$ cat src/rtl/alu_bcd_converter.sv
// Sequential shift-add-3 (double-dabble) converter: signed ALU result in,
// sign-magnitude 3-digit BCD out, saturated at 999 with an overflow flag.
module alu_bcd_converter #(
  parameter int BIN_WIDTH = 11
) (
  input  logic                 clk,
  input  logic                 reset,
  input  logic                 start,
  input  logic [BIN_WIDTH-1:0] alu_result,
  output logic                 busy,
  output logic                 done,
  output logic [11:0]          bcd_out,
  output logic                 alu_sign,
  output logic                 overflow
);

  typedef enum logic [1:0] {
    ST_IDLE = 2'd0,
    ST_CONV = 2'd1,
    ST_DONE = 2'd2
  } state_e;

  localparam logic [3:0] LAST_ITER = 4'(BIN_WIDTH - 1);

  state_e               state_q, state_d;
  logic [3:0]           cnt_q, cnt_d;
  logic [BIN_WIDTH-1:0] mag_q, mag_d;
  logic [15:0]          scratch_q, scratch_d;
  logic                 sign_q, sign_d;
  logic [11:0]          bcd_q, bcd_d;
  logic                 out_sign_q, out_sign_d;
  logic                 ovf_q, ovf_d;

  logic                 accept;
  logic                 last_iter;
  logic [15:0]          adjusted;
  logic [BIN_WIDTH-1:0] abs_value;

  assign accept    = (state_q == ST_IDLE) && start;
  assign last_iter = (state_q == ST_CONV) && (cnt_q == LAST_ITER);

  // Two's-complement negate as unsigned: the most negative input maps onto
  // its own bit pattern, which read unsigned is exactly its magnitude.
  assign abs_value = alu_result[BIN_WIDTH-1] ? (~alu_result + 1'b1) : alu_result;

  // State register: the only place state is updated.
  // NOTE: sequential state uses non-blocking assignments so every register
  // samples the pre-edge values, independent of statement order.
  always_ff @(posedge clk) begin
    if (reset) begin
      state_q    <= ST_IDLE;
      cnt_q      <= '0;
      mag_q      <= '0;
      scratch_q  <= '0;
      sign_q     <= 1'b0;
      bcd_q      <= '0;
      out_sign_q <= 1'b0;
      ovf_q      <= 1'b0;
    end else begin
      state_q    <= state_d;
      cnt_q      <= cnt_d;
      mag_q      <= mag_d;
      scratch_q  <= scratch_d;
      sign_q     <= sign_d;
      bcd_q      <= bcd_d;
      out_sign_q <= out_sign_d;
      ovf_q      <= ovf_d;
    end
  end

  // Next-state logic.
  always_comb begin
    state_d = state_q;
    unique case (state_q)
      ST_IDLE: if (start)     state_d = ST_CONV;
      ST_CONV: if (last_iter) state_d = ST_DONE;
      ST_DONE:                state_d = ST_IDLE;
      default:                state_d = ST_IDLE;
    endcase
  end

  // Datapath: add-3 correction on every BCD nibble, then a joint left shift.
  always_comb begin
    // NOTE: every combinational output gets a default first so no path
    // leaves it unassigned, which would otherwise infer a latch.
    adjusted   = scratch_q;
    scratch_d  = scratch_q;
    mag_d      = mag_q;
    cnt_d      = cnt_q;
    sign_d     = sign_q;
    bcd_d      = bcd_q;
    out_sign_d = out_sign_q;
    ovf_d      = ovf_q;

    for (int i = 0; i < 4; i++) begin
      if (scratch_q[4*i +: 4] >= 4'd5) adjusted[4*i +: 4] = scratch_q[4*i +: 4] + 4'd3;
    end

    if (accept) begin
      sign_d    = alu_result[BIN_WIDTH-1];
      mag_d     = abs_value;
      scratch_d = '0;
      cnt_d     = '0;
    end else if (state_q == ST_CONV) begin
      scratch_d = {adjusted[14:0], mag_q[BIN_WIDTH-1]};
      mag_d     = {mag_q[BIN_WIDTH-2:0], 1'b0};
      cnt_d     = cnt_q + 4'd1;
    end

    // Outputs are loaded from the post-shift scratch on the edge into DONE;
    // a nonzero thousands digit is the same test as magnitude > 999.
    if (last_iter) begin
      out_sign_d = sign_q;
      if (scratch_d[15:12] != 4'd0) begin
        ovf_d = 1'b1;
        bcd_d = 12'h999;
      end else begin
        ovf_d = 1'b0;
        bcd_d = scratch_d[11:0];
      end
    end
  end

  // Output logic: all driven from registers only.
  always_comb begin
    busy     = (state_q != ST_IDLE);
    done     = (state_q == ST_DONE);
    bcd_out  = bcd_q;
    alu_sign = out_sign_q;
    overflow = ovf_q;
  end

endmodule

$ cat config.mk
export PLATFORM = sky130hd
export DESIGN_NAME = alu_bcd_converter
export DESIGN_NICKNAME = d
export VERILOG_FILES = /design/src/rtl/alu_bcd_converter.sv
export SDC_FILE = /design/constraint.sdc
export NUM_CORES = 1
export LEC_CHECK = 0
export BUFFER_PORTS_ARGS = -buffer_cell sky130_fd_sc_hd__buf_2
export CAP_MARGIN = 20
export CORE_MARGIN = 2
export CORE_UTILIZATION = 50
export CTS_BUF_LIST = sky130_fd_sc_hd__clkbuf_4 sky130_fd_sc_hd__clkbuf_8
export DETAILED_ROUTE_END_ITERATION = 10
export GPL_ROUTABILITY_DRIVEN = 0
export PLACE_DENSITY = 0.7
export SETUP_SLACK_MARGIN = 0.02
export SLEW_MARGIN = 40
export SYNTH_ARGS = -nofsm -noshare
export SYNTH_HDL_FRONTEND = slang
export SYNTH_SLANG_ARGS = --single-unit
$ cat constraint.sdc
create_clock -name clk -period 2.61 [get_ports clk]
set_clock_uncertainty 0.15 [all_clocks]
set_input_delay 0.3915 -clock clk [delete_from_list [all_inputs] [get_ports clk]]
set_output_delay 0.3915 -clock clk [all_outputs]
set_load 0.03 [all_outputs]
=== Word level (Yosys, flattened, before mapping) ===
Cells that the tools add are included.

* Flip-flop bits (word level): 48
* Bits of input ports: 14
* Output and inout bits: 16
* Word-level logic and storage cells: 46

* Add/sub/neg operators: 6
* Order comparisons: 4
* Equality and inequality tests: 5
* Multiplexer cells: 14
* Bitwise operators: 1
* Reduce and logical (&&, ||, !) cells: 8

{| class="wikitable"
|+ Operator list
! operator !! number
|-
| $mux 11 || 3
|-
| $mux 16 || 2
|-
| $ge 4x3->1 const B || 4
|-
| $add 4x2->4 const B || 3
|-
| $mux 12 || 1
|-
| $mux 4 || 3
|-
| $add 11x1->11 const B || 1
|-
| $not 11->11 || 1
|-
| $add 4x1->4 const B || 1
|-
| $eq 4x4->1 const B || 1
|-
| $mux 2 || 2
|-
| $ne 2x2->1 const B || 2
|-
| $pmux 2 s2 || 1
|-
| $reduce_bool 2->1 || 2
|-
| $reduce_bool 4->1 || 1
|-
| $add 3x2->3 const B || 1
|-
| $mux 3 || 1
|-
| $eq 2x1->1 const B || 1
|-
| $eq 2x2->1 const B || 1
|-
| $logic_and 1x1->1 || 2
|-
| $logic_not 2->1 || 1
|-
| $reduce_and 2->1 || 1
|-
| $reduce_or 2->1 || 1
|-
| $mux 1 || 1
|}

=== Logic depth before layout (Yosys ltp) ===
* Word-level depth: 6
* Depth in mapped cells: 8
* Gate-level depth less buffers: 7

=== Least setup slack after synthesis ===
OpenSTA, ideal clock, no wires.

* Path kind: input to register
* Start: input alu_result[0]
* End: register mag_q[8]
* Setup time: 91 ps
* Data arrival time: 1,674 ps
* Data required time: 2,369 ps
* Setup slack: 695 ps
* Stages: 7
* Cells stage by stage: inv_1 -> ha_1 -> or4b_4 -> o41ai_4 -> xnor2_1 -> nor2_1 -> a311oi_1

* Cells in the longest elaborated chain, start to end: 4

{| class="wikitable"
|+ Ends and longest elaborated chain
! item !! RTL line !! RTL
|-
| from (decl) || 9 || <nowiki>input logic [BIN_WIDTH-1:0] alu_result,</nowiki>
|-
| $not 11->11 || 44 || <nowiki>assign abs_value = alu_result[BIN_WIDTH-1] ? (~alu_result + 1'b1) : alu_result;</nowiki>
|-
| $add 11x1->11 || 44 ||
|-
| $mux 11 || 44 ||
|-
| $mux 11 || 99 || <nowiki>if (accept) begin</nowiki>
|-
| to (signal assigned) || 62 || <nowiki>mag_q <= mag_d;</nowiki>
|-
| to (decl) || 27 || <nowiki>logic [BIN_WIDTH-1:0] mag_q, mag_d;</nowiki>
|}

No other way between the ends.
A chain may end at the register's enable or synchronous reset.

=== Worst setup path after layout ===
* Start: register scratch_q[13]
* End: register bcd_q[4] (netlist: bcd_out[4])

* Cells in the longest elaborated chain, start to end: 6
* Elaborated cells on any way between the ends: 7

{| class="wikitable"
|+ Ends and longest elaborated chain
! item !! RTL line !! RTL
|-
| from (decl) || 28 || <nowiki>logic [15:0] scratch_q, scratch_d;</nowiki>
|-
| from (signal assigned) || 63 || <nowiki>scratch_q <= scratch_d;</nowiki>
|-
| $ge 4x3->1 or $add 3x2->3 (tied branches) || 96 || <nowiki>if (scratch_q[4*i +: 4] >= 4'd5) adjusted[4*i +: 4] = scratch_q[4*i +: 4] + 4'd3;</nowiki>
|-
| $mux 3 || 96 ||
|-
| $mux 16 * || 104 || <nowiki>end else if (state_q == ST_CONV) begin</nowiki>
|-
| $mux 16 * || 99 ||
|-
| $reduce_bool 4->1 * || 114 || <nowiki>if (scratch_d[15:12] != 4'd0) begin</nowiki>
|-
| $mux 12 * || 114 ||
|-
| to (signal assigned) || 56 || <nowiki>bcd_q <= '0;</nowiki>
|-
| to (signal assigned) || 65 || <nowiki>bcd_q <= bcd_d;</nowiki>
|-
| to (decl) || 30 || <nowiki>logic [11:0] bcd_q, bcd_d;</nowiki>
|}

Mark *: on every way between the ends. The rest lies on a longest branch, timed or not.

==> results.toml <==
[timing]
tightestPinTransition_ns = 0.511
finalMaxSlewViolations = 0
rsz0062_at_grt = "false"
fin_setup_tns_ns = 0
hold_viol = 0
setup_violations = 0
relSlewSlack = 0.659
period_needed_ns = 2.28
min_period_over_period = 0.875
setup_ws_ns = 0.326
fmax_ghz = 0.438

[logic_synthesis]
ys.flop_type = "dfxtp_1"
yosysWarnings = 0
yosysTopAreaCell = "dfxtp_1"
syn-num-nets = 299
ys_seq_area_frac = 0.401
async_flop_share = 0
synth.distinct_cells = 42
syn_inst = 274
muxShareOfSynthArea = 0.0250
synthAdderAreaFrac = 0.0574
synth_top_cell_area_share = 0.401
synth_area_sq_um = 2400
synth_area_per_cell_sq_um = 8.75
synth_compound_area_frac = 0.212
synthTopCellsByArea = "dfxtp_1 (40%), nor2_1 (5.8%), ha_1 (5.7%)"
synth-simple-area-share = 0.197
synth_edf_count = 0
synth_top_family_by_area = "compound AO/OA/AOI/OAI gates"
ys_ff_latch = 48
synth_xor_area_frac = 0.0548

[grt]
grt_usage = 0.208
overflow = 0
grt_pass1_wl_mm = 8.63
grt_pass1_vias = 1926
antenna_found_initial = 0
grt_max_degree = 21

[finish]
final_util = 0.577
multi_input_area_sq_um = 1310
seq_area_sq_um = 961
layout.nets = 327
antennaDiodeCount = 0
synthToLayoutAreaGrowth_pct = 12.1
num-fill-cells = 433
drive_gt1_frac = 0.168

[worst_setup_path]
end_kind = "flop"
critPathMaxStageDelay_ns = 0.47
path_class = "flop to flop"
path_buf_inv = 1
cp_max_fo = 13
critPathRequiredTime_ns = 2.65
worstPathArrival_ns = 2.33
slowest_stage = "o2111a_2"
crit_family = "compound AO/OA/AOI/OAI gates"
crit_chain = "inv_1 > ha_1 > nand2b_1 > a2111oi_0 > o2111a_2 > o21ai_0 > nor3b_1"
start_kind = "flop"

[place]
dpl.hpwl_mm = 3.55
io_buffers = 29
dp_slack_ns = 0.387

[power]
switchingPower_mw = 0.380
vdd_drop_max_v = 0.000325
p_int_mw = 1.14
p_seq_frac = 0.509
pwr-share-clk = 0.371
power_frac_comb = 0.121
powerDensity_nw_per_um2 = 565
swShare = 0.250
p_leak_nw = 1.09

[job]
cap_viol_max_count = 0

[clock_tree]
root_buffer = "clkbuf_8"
cts_buffers = 5
hold_buffers = 0
cts_resized = 0
cts_buffer_depth = 2
cts_sinks = 48
path_clk_slew_ns = 0.09
cts_setup_buffers = 0
clock_latency_ns = 0.30
ctsHtreeMaxLevel = 2
tritoncts = "built"

[floorplan]
die_area_sq_um = 5370
die_x_microns = 73.3
initial_core_util = 0.515
core_sq_um = 4660
die_h_microns = 73.3
io_pins = 30
rows = 25

[route]
finalWirelength_mm = 5.00
wl_per_cell_microns = 14.0
vias_per_cell = 5.61
firstDrtPassIters = 4
drt-initial-drc-count = 119
vias = 2001
detail-route-antenna-nets = 0
post-route-drc-count = 0

[status]
status = "completed"

[worst_hold_path]
hp-class = "input port to flop"
-- worst paths after layout --
check / from / end / slack (ns) / cells past startpoint
hold / removal: alu_result[0] / mag_q[0] / 0.20 / 3
setup / recovery: scratch_q[13] / bcd_out[4] / 0.33 / 7
setup reg to reg: scratch_q[13] / bcd_out[4] / 0.33 / 7
hold reg to reg: sign_q / alu_sign / 0.31 / 2
-- flip-flops by register name, indices dropped and copies added (netlist names) --
signal     flops
scratch_q     16
bcd_out       12
mag_q         11
cnt_q          4
state_q        2
alu_sign       1
overflow       1
sign_q         1
-- cells in the mapped netlist, types with 3 or more instances --
master,n
buf_6,3
a22oi_1,4
a311oi_1,4
dfxtp_1,48
and3_1,3
a211oi_1,11
mux2i_1,6
nor3_1,5
a21oi_1,22
nor2_1,37
xor2_1,5
xnor2_1,10
buf_2,4
o21ai_0,11
inv_1,12
nand2_1,21
ha_1,11
nand2b_1,9
a221oi_1,3
a22o_1,8
clkbuf_1,4
nor3b_1,5
-- per-layer routing --
metal / up-vias / routed length, microns / global-route usage
li1: 1019 / - / -
met1: 946 / 2420 / 0.264
met4: 0 / 52 / 0.0700
met3: 4 / 185 / 0.0535
met2: 32 / 2350 / 0.343
met5: - / 0 / 0
-- power groups by stage --
stage | Combinational, mW | Sequential (mW) | Clock [mW]
after CTS | 0.184 | 0.773 | 0.581
after detailed placement | 0.183 | 0.790 | 0
final | 0.183 | 0.773 | 0.564
after global placement | 0.180 | 0.790 | 0
after floorplan | 0.135 | 0.786 | 0
after global routing | 0.208 | 0.777 | 0.605
-- placed cells by master (no fill, tap or decap), drive strengths merged, types with 2 or more instances in the layout --
cell     instances
xor2             5
a31oi            2
dfxtp           48
nand3            2
nand2           21
nand3b           2
nor2            38
clkbuf           6
nand2b           9
a22oi            4
or2              2
xnor2           10
and2             2
a2111oi          2
a21oi           22
o21ai           11
a211oi          11
ha              11
a311oi           4
nor2b            2
nor3             5
nor4             2
mux2i            6
buf             34
a22o             8
nor3b            5
a221oi           3
inv             12
and3             3
-- worst min-delay path: stages --
cell and delay (ns):
buf_2 0.12, nand2_1 0.05, a21oi_1 0.05
-- logic make-up after synthesis --
group,after synthesis
DFF,48
buffers and inverters,25
and+or+nand+nor,97
xor gates and xnor gates,15
AOI/OAI and AO/OA,72
adders and majority gates,11
muxes,6
-- layout make-up --
| cell class | instances | share of cell area |
|---|---|---|
| well taps | 54 | 0.0251 |
| multi-input cells | 201 | 0.488 |
| flip-flops and latches | 48 | 0.357 |
| clock inverters | 2 | 0.0144 |
| repair buffers | 34 | 0.0679 |
| clock buffers | 6 | 0.0307 |
| inverters | 12 | 0.0168 |
-- stage by stage --
stage	hold slack (ns)	total power [mW]	cell area [sq um]	instances
4_1_cts	0.190	1.54	2690	357
3_3_place_gp	0.292	0.970	2570	349
5_1_grt	0.201	1.59	2690	357
6_report	0.203	1.52	2690	357
2_1_floorplan	0.282	0.922	2400	274
3_5_place_dp	0.298	0.973	2570	349
(Power assumes the default switching activity.)
